**config.mk**
```make
export PLATFORM = sky130hd
export DESIGN_NAME = sample_rom_fetch
export DESIGN_NICKNAME = d
export VERILOG_FILES = /design/src/rtl/sample_rom_fetch.sv
export SDC_FILE = /design/constraint.sdc
export NUM_CORES = 1
export LEC_CHECK = 0
export ABC_AREA = 1
export CAP_MARGIN = 20
export CORE_UTILIZATION = 42
export DETAILED_ROUTE_END_ITERATION = 6
export PLACE_DENSITY_LB_ADDON = 0.05
export RECOVER_POWER = 25
export SLEW_MARGIN = 20
export SYNTH_ARGS = -nofsm -noshare
export SYNTH_HDL_FRONTEND = slang
export SYNTH_SLANG_ARGS = --single-unit
```
**constraint.sdc**
```tcl
create_clock -name CLK_32M -period 1.3 [get_ports CLK_32M]
set_input_delay 0.39 -clock CLK_32M [delete_from_list [all_inputs] [get_ports CLK_32M]]
set_output_delay 0.39 -clock CLK_32M [all_outputs]
set_load 0.01 [all_outputs]
```
**src/rtl/sample_rom_fetch.sv**
```systemverilog
// Sample ROM fetcher for the Z80 sound block.
// Keeps a 16-bit byte address, fetches the addressed byte from a 64 KB
// SDRAM region and converts DAC writes to signed 16-bit PCM.
module sample_rom_fetch #(
  parameter int          ROM_AW   = 25,
  parameter int unsigned ROM_BASE = 0
) (
  input  logic              CLK_32M,
  input  logic              reset_n,
  input  logic              pause,
  input  logic [15:0]       sample_addr,
  input  logic [1:0]        sample_addr_wr,
  input  logic              sample_inc,
  input  logic [7:0]        sample_out,
  output logic [7:0]        sample_in,
  output logic              sample_ready,
  output logic [ROM_AW-1:0] rom_addr,
  output logic              rom_req,
  input  logic              rom_ack,
  input  logic [7:0]        rom_data,
  output logic [15:0]       dac_audio
);

  typedef enum logic {IDLE, BUSY} state_t;

  localparam logic [ROM_AW-1:0] BASE_ADDR = ROM_AW'(ROM_BASE);

  state_t      state_reg;
  state_t      state_next;
  logic [15:0] addr_reg;
  logic [15:0] addr_next;
  logic [15:0] addr_loaded;
  logic        dirty_reg;
  logic        addr_change;
  logic        fetch_start;
  logic        fetch_done;
  logic        fetch_keep;

  // Each address byte lane has its own load strobe.
  generate
    for (genvar gi = 0; gi < 2; gi++) begin : g_lane
      assign addr_loaded[gi*8 +: 8] = sample_addr_wr[gi] ? sample_addr[gi*8 +: 8]
                                                         : addr_reg[gi*8 +: 8];
    end
  endgenerate

  assign addr_change = sample_inc | (|sample_addr_wr);
  // Data is only usable if the address did not move at any point during the fetch.
  assign fetch_keep  = fetch_done & ~dirty_reg & ~addr_change;

  // Next address: a byte load takes priority over the increment.
  always_comb begin
    addr_next = addr_reg;
    if (|sample_addr_wr) begin
      addr_next = addr_loaded;
    end else if (sample_inc) begin
      addr_next = addr_reg + 16'd1;
    end
  end

  // FSM state register.
  always_ff @(posedge CLK_32M or negedge reset_n) begin
    if (!reset_n) begin
      state_reg <= IDLE;
    end else begin
      state_reg <= state_next;
    end
  end

  // FSM next state: launch a fetch when the address is stale, finish on ack.
  always_comb begin
    state_next  = state_reg;
    fetch_start = 1'b0;
    fetch_done  = 1'b0;
    case (state_reg)
      IDLE: begin
        if (dirty_reg && !pause) begin
          fetch_start = 1'b1;
          state_next  = BUSY;
        end
      end
      BUSY: begin
        if (rom_ack) begin
          fetch_done = 1'b1;
          state_next = IDLE;
        end
      end
      default: state_next = IDLE;
    endcase
  end

  // Address register and staleness flag; an address change always re-marks dirty.
  always_ff @(posedge CLK_32M or negedge reset_n) begin
    if (!reset_n) begin
      addr_reg  <= 16'h0000;
      dirty_reg <= 1'b1;
    end else begin
      addr_reg <= addr_next;
      if (addr_change) begin
        dirty_reg <= 1'b1;
      end else if (fetch_start) begin
        dirty_reg <= 1'b0;
      end
    end
  end

  // SDRAM request: address captured at launch and held until ack.
  always_ff @(posedge CLK_32M or negedge reset_n) begin
    if (!reset_n) begin
      rom_req  <= 1'b0;
      rom_addr <= '0;
    end else if (fetch_start) begin
      rom_req  <= 1'b1;
      rom_addr <= BASE_ADDR + ROM_AW'(addr_reg);
    end else if (fetch_done) begin
      rom_req  <= 1'b0;
    end
  end

  // Returned byte and its valid flag; any address change invalidates it.
  always_ff @(posedge CLK_32M or negedge reset_n) begin
    if (!reset_n) begin
      sample_in    <= 8'h00;
      sample_ready <= 1'b0;
    end else begin
      if (fetch_keep) begin
        sample_in <= rom_data;
      end
      if (addr_change) begin
        sample_ready <= 1'b0;
      end else if (fetch_keep) begin
        sample_ready <= 1'b1;
      end
    end
  end

  // DAC: unsigned byte to signed PCM by flipping the sign bit.
  always_ff @(posedge CLK_32M or negedge reset_n) begin
    if (!reset_n) begin
      dac_audio <= 16'h0000;
    end else if (sample_inc) begin
      dac_audio <= {sample_out ^ 8'h80, 8'h00};
    end
  end

endmodule

```
[Word-level counts from Yosys, hierarchy flattened]
Index checks and enable logic that the tools add are counted.
Storage, ports and cells
  register bits: 52
  logic and storage cells: 44
  output and inout port bits: 51
Operators by class
  mux-type cells: 16
  reductions and logical operators: 9
  bitwise operators: 7
  add/subtract/negate cells: 1
  equal/unequal tests: 2
Operator list (count)
  $mux W16: 2
  $add A16 B1 Y16 const B: 1
  $mux W8: 2
  $mux W1: 11
  $reduce_bool A2 Y1: 4
  $ne A2 B2 Y1 const B: 2
  $not A1 Y1: 4
  $reduce_and A2 Y1: 2
  $and A1 B1 Y1: 2
  $pmux W1 S2: 1
  $reduce_or A2 Y1: 1
  $logic_and A1 B1 Y1: 1
  $logic_not A1 Y1: 1
  $or A1 B1 Y1: 1

[Longest topological paths before layout]
  depth after elaboration: 6
  gate-level depth with buffers: 9
  mapped depth without buffers: 9

[Worst setup path before layout]
Ideal clock, no wire load.
  path kind: reg2reg
  start: register dirty_reg
  end: register rom_addr[12]
  path buffers: 2
  arrival: 1.234 ns
  clock period less this slack: 1.350 ns
  stages on the path, launching flop included: 8
  path slack: -0.050 ns
  setup time: 0.117 ns
  cells stage by stage: dfstp_2 -> inv_1 -> nor3_4 -> inv_2 -> buf_2 -> buf_6 -> nand2_1 -> nand2_1
Between the ends
  word-level cells in the longest chain between the ends: 3
Ends and longest elaborated chain
  start, declared: line 33  | logic dirty_reg;
  start signal, assigned: line 96  | dirty_reg <= 1'b1;
  start signal, assigned: line 100  | dirty_reg <= 1'b1;
  start signal, assigned: line 102  | dirty_reg <= 1'b0;
  $logic_and A1 B1 Y1: line 77  | if (dirty_reg && !pause) begin
  $mux W1: line 77
  $mux W1: line 75  | case (state_reg)
  end signal, assigned: line 114  | rom_addr <= BASE_ADDR + ROM_AW'(addr_reg);
  end, declared: line 17  | output logic [ROM_AW-1:0] rom_addr,
No other way between the ends.
A chain may end at the register's enable or synchronous reset.

[Final worst setup path]
  start: register addr_reg[5]
  end: register addr_reg[8]
Between the ends
  word-level cells in the longest chain between the ends: 3
Ends and longest elaborated chain
  start, declared: line 30  | logic [15:0] addr_reg;
  start signal, assigned: line 98  | addr_reg <= addr_next;
  $add A16 B1 Y16: line 57  | addr_next = addr_reg + 16'd1;
  $mux W16: line 56  | end else if (sample_inc) begin
  $mux W16: line 54  | if (|sample_addr_wr) begin
No other way between the ends. The select of a mux whose other input is x is not followed.

==> results summary <==
Summed over all layers, the global routing overflow is 0. The post-route DRC violation count is 0. The maximum clock frequency came out at 773 MHz. Along the worst path, the maximum fanout reaches 4.

The final instance count without filler cells came out at 520. The number of rows created at floorplan is 29. The shortest period the worst path allows came out at roughly 1.3 ns. Hold timing on the final database bottoms out at a slack of between 0.4 and 0.5 ns. The worst slack at placement came out at -0.381 ns. The final clock skew is roughly 0.014 ns. The clock slew at the register clock pins of the worst setup and hold paths came out at between 0.1 and 0.15 ns. By area the synthesized netlist is led by dfrtp_1 (47%), nand2_1 (16%), buf_4 (4.7%). The buffer levels on the longest clock path came out at 2. The share of the clock period used by the worst path after layout is roughly 100%.

After floorplanning, the core was sized to cover approximately 6300 sq um. The worst-case IR drop observed on VDD is between 0.5 and 0.6 mV. The fraction of layout cells with a size suffix above 1 is roughly 27%. STA classifies the critical path startpoint as a flip-flop.

The later pin in the worst-skew pair is clocked with a latency of around 0.31 ns. The arrival time at the worst endpoint is around 1.5 ns. The final-report max-slew violation count is 0. Dividing the detail-routed wire length by the instance count gives approximately 12 um. CTS placed an instance of clkbuf_8 at the clock tree root. The least setup slack across all paths after layout came out at 0.00598 ns. The worst min-delay path class is reg -> reg. The number of warnings reported in the yosys synthesis log came out at 0.

Counting the fill cells in the layout gives around 630. Setup repair after global routing could not meet its margin everywhere. Detailed placement finished with a half-perimeter wire length of roughly 4.5 mm. In the synthesized netlist, the number of instances is 337.

Routability-driven placement finished with a final weighted congestion of just over 0.8. The width of the chip is slightly above 80 um. For the final routed database, the setup TNS stands at 0 ns. The number of input and output port buffers inserted is 72. The leakage power figure came out at 1.89 nW.

Of all cell types, the one taking the most synthesized area is dfrtp_1. The number of placed I/O pins came out at 90. The violation count after the first detailed-route iteration is about 140. The flow ran to the end, and the final reports show no timing, DRC or antenna violations. The routed wire length is 6.02 mm. The number of nets with antenna violations after routing came out at 0. The number of global-route vias before repair came out at around 2.2k. The share of the yosys chip area belonging to registers came out at a little under half. The final-report hold violation count is 0. The number of placed instances, taps included, is about 510. The average cell area after synthesis is around 8.1 sq um. Counting the buffers created by CTS gives 5. TritonCTS built the clock tree.

The number of max-capacitance violations reported came out at 0. The share of the core filled with cells is ~58%. At the end of the flow, the number of nets in the layout was 482.

The starting density of the core is roughly 43%. STA classifies the critical path endpoint as a flip-flop. The die footprint is approximately 6900 sq um. The number of antenna diodes is 0. The largest net degree at the start of global routing came out at 29. The routed layout has ~2.4k vias. The area share of the largest cell type after synthesis is a little under half.

From bottom edge to top edge, the die measures roughly 83 um. The unique cell type count in the Yosys netlist is 28. The multi-input combinational cells in the finished layout cover a total of between 1000 and 1500 sq um. Counting every sink on the clock net gives 52. The relative max-transition margin is 64.8%.

The number of setup violations in the final report came out at 0. The data required time of the worst path is roughly 1.5 ns. Global routing consumed, over all layers together, approximately a fifth of the routing resources. The count of H-tree levels built during CTS came out at 2. The first-pass GRT wire length is 9.88 mm.

In this run the power density over the cells is 1130 nW/um^2. Summing all flip-flop and latch instances after layout gives approximately 1300 sq um. The post-detailed-route via-to-cell ratio is 4.64. The area growth from synthesis to layout is 34.5%. The worst-margin pin slew came out at approximately 0.53 ns. The number of antenna violations at the first check in global routing was 0. The register bit count reported by yosys is 52. The class of the most critical setup path is reg -> reg.

The count of TritonRoute iterations in the first routing pass is 4. The cell area after synthesis came out at between 2000 and 3000 sq um.
[cells by family (layout without fill, tap and decap cells)]
logic type | Yosys count | in the layout | synth area share (%)
simple gates | 168 | 168 | 26.1
buf+inv | 60 | 150 | 12.9
compound gates | 55 | 55 | 13.0
flops | 52 | 52 | 47.5
fa+ha+maj | 1 | 1 | 0.456
other cells | 1 | 17 | 0.137
[repair_timing]
action	in CTS	in global routing
pin swaps	3	6
endpoints found under the setup margin	45	11
setup buffers	6	0
endpoints found under the hold margin	6	0
hold buffers	1	0
gates resized for setup	145	19
[worst max-delay path, cell delays in order (launching register included)]
cell and delay [ns]:
dfrtp_1 0.41, nand2_1 0.15, nor2_2 0.19, nand2_2 0.10, buf_4 0.14, o22ai_1 0.10, a21oi_1 0.08
[layout make-up]
class / count / area share (%)
timing repair buffer: 109 / 23.5
tap: 77 / 2.61
sequential: 52 / 35.4
multi-input combinational: 241 / 32.6
clock inverter: 3 / 0.611
clock buffer: 5 / 1.87
inverter: 33 / 3.43
[synth_stat cells]
cell type,number
nand2_1,114
dfrtp_1,51
nor2_1,32
inv_1,28
o21ai_0,22
buf_4,17
nand3_1,13
o21ai_2,13
a21oi_1,8
buf_6,8
o22ai_1,5
inv_2,4
nand4_1,3
nor2_4,3
o21ai_1,3
a2bb2oi_1,1
a31oi_2,1
buf_2,1
clkbuf_1,1
conb_1,1
dfstp_2,1
ha_1,1
inv_4,1
nand2_4,1
nand4_4,1
nor3_4,1
o211ai_1,1
o21ai_4,1
[final timing paths]
check	from	to	slack, ns	cells past startpoint
min in group asynchronous	reset_n	sample_in[3]$_DFFE_PN0P_	0.60	2
worst max-delay path	addr_reg[5]$_DFFE_PN0P_	addr_reg[8]$_DFFE_PN0P_	0.006	6
worst min register to register	dac_audio[11]$_DFFE_PN0P_	dac_audio[11]$_DFFE_PN0P_	0.47	2
max in group asynchronous	reset_n	addr_reg[0]$_DFFE_PN0P_	0.06	3
worst max register to register	addr_reg[5]$_DFFE_PN0P_	addr_reg[8]$_DFFE_PN0P_	0.006	6
worst min-delay path	dac_audio[11]$_DFFE_PN0P_	dac_audio[11]$_DFFE_PN0P_	0.47	2
[stage by stage]
step           instance area [sq um]  power [mW]
6_report                        3690        4.18
5_1_grt                         3690        4.46
4_1_cts                         3650        4.19
3_5_place_dp                    3660        3.35
3_3_place_gp                    3660        3.33
2_1_floorplan                   2810        2.68
[layer usage]
layer | GRT usage [%] | vias up | routed length (um)
met5 | 0 | - | 0
met4 | 3.97 | 0 | 46
met3 | 6.23 | 5 | 415
met2 | 32.0 | 60 | 2820
met1 | 23.9 | 1108 | 2730
li1 | - | 1238 | -
[placed cells by master, fill, tap and decap left out, types with 4 or more instances in the layout]
cell               n
nand2_1          112
dfrtp_1           50
clkdlybuf4s50_1   34
buf_2             34
buf_4             29
inv_1             27
nor2_1            25
o21ai_0           17
conb_1            17
o21ai_2           14
nand3_1           10
a21oi_1            8
o21ai_1            7
nor2_2             6
inv_2              5
o22ai_1            5
clkbuf_8           5
nor2_4             4
[report_power, final]
group,leakage [nW],total (mW),internal (mW),switching (mW)
combinational,1.20,1.19,0.557,0.633
sequential,0.644,2.02,1.86,0.163
clock,0.0485,0.962,0.387,0.575
Power figures use the tool's default switching activity.
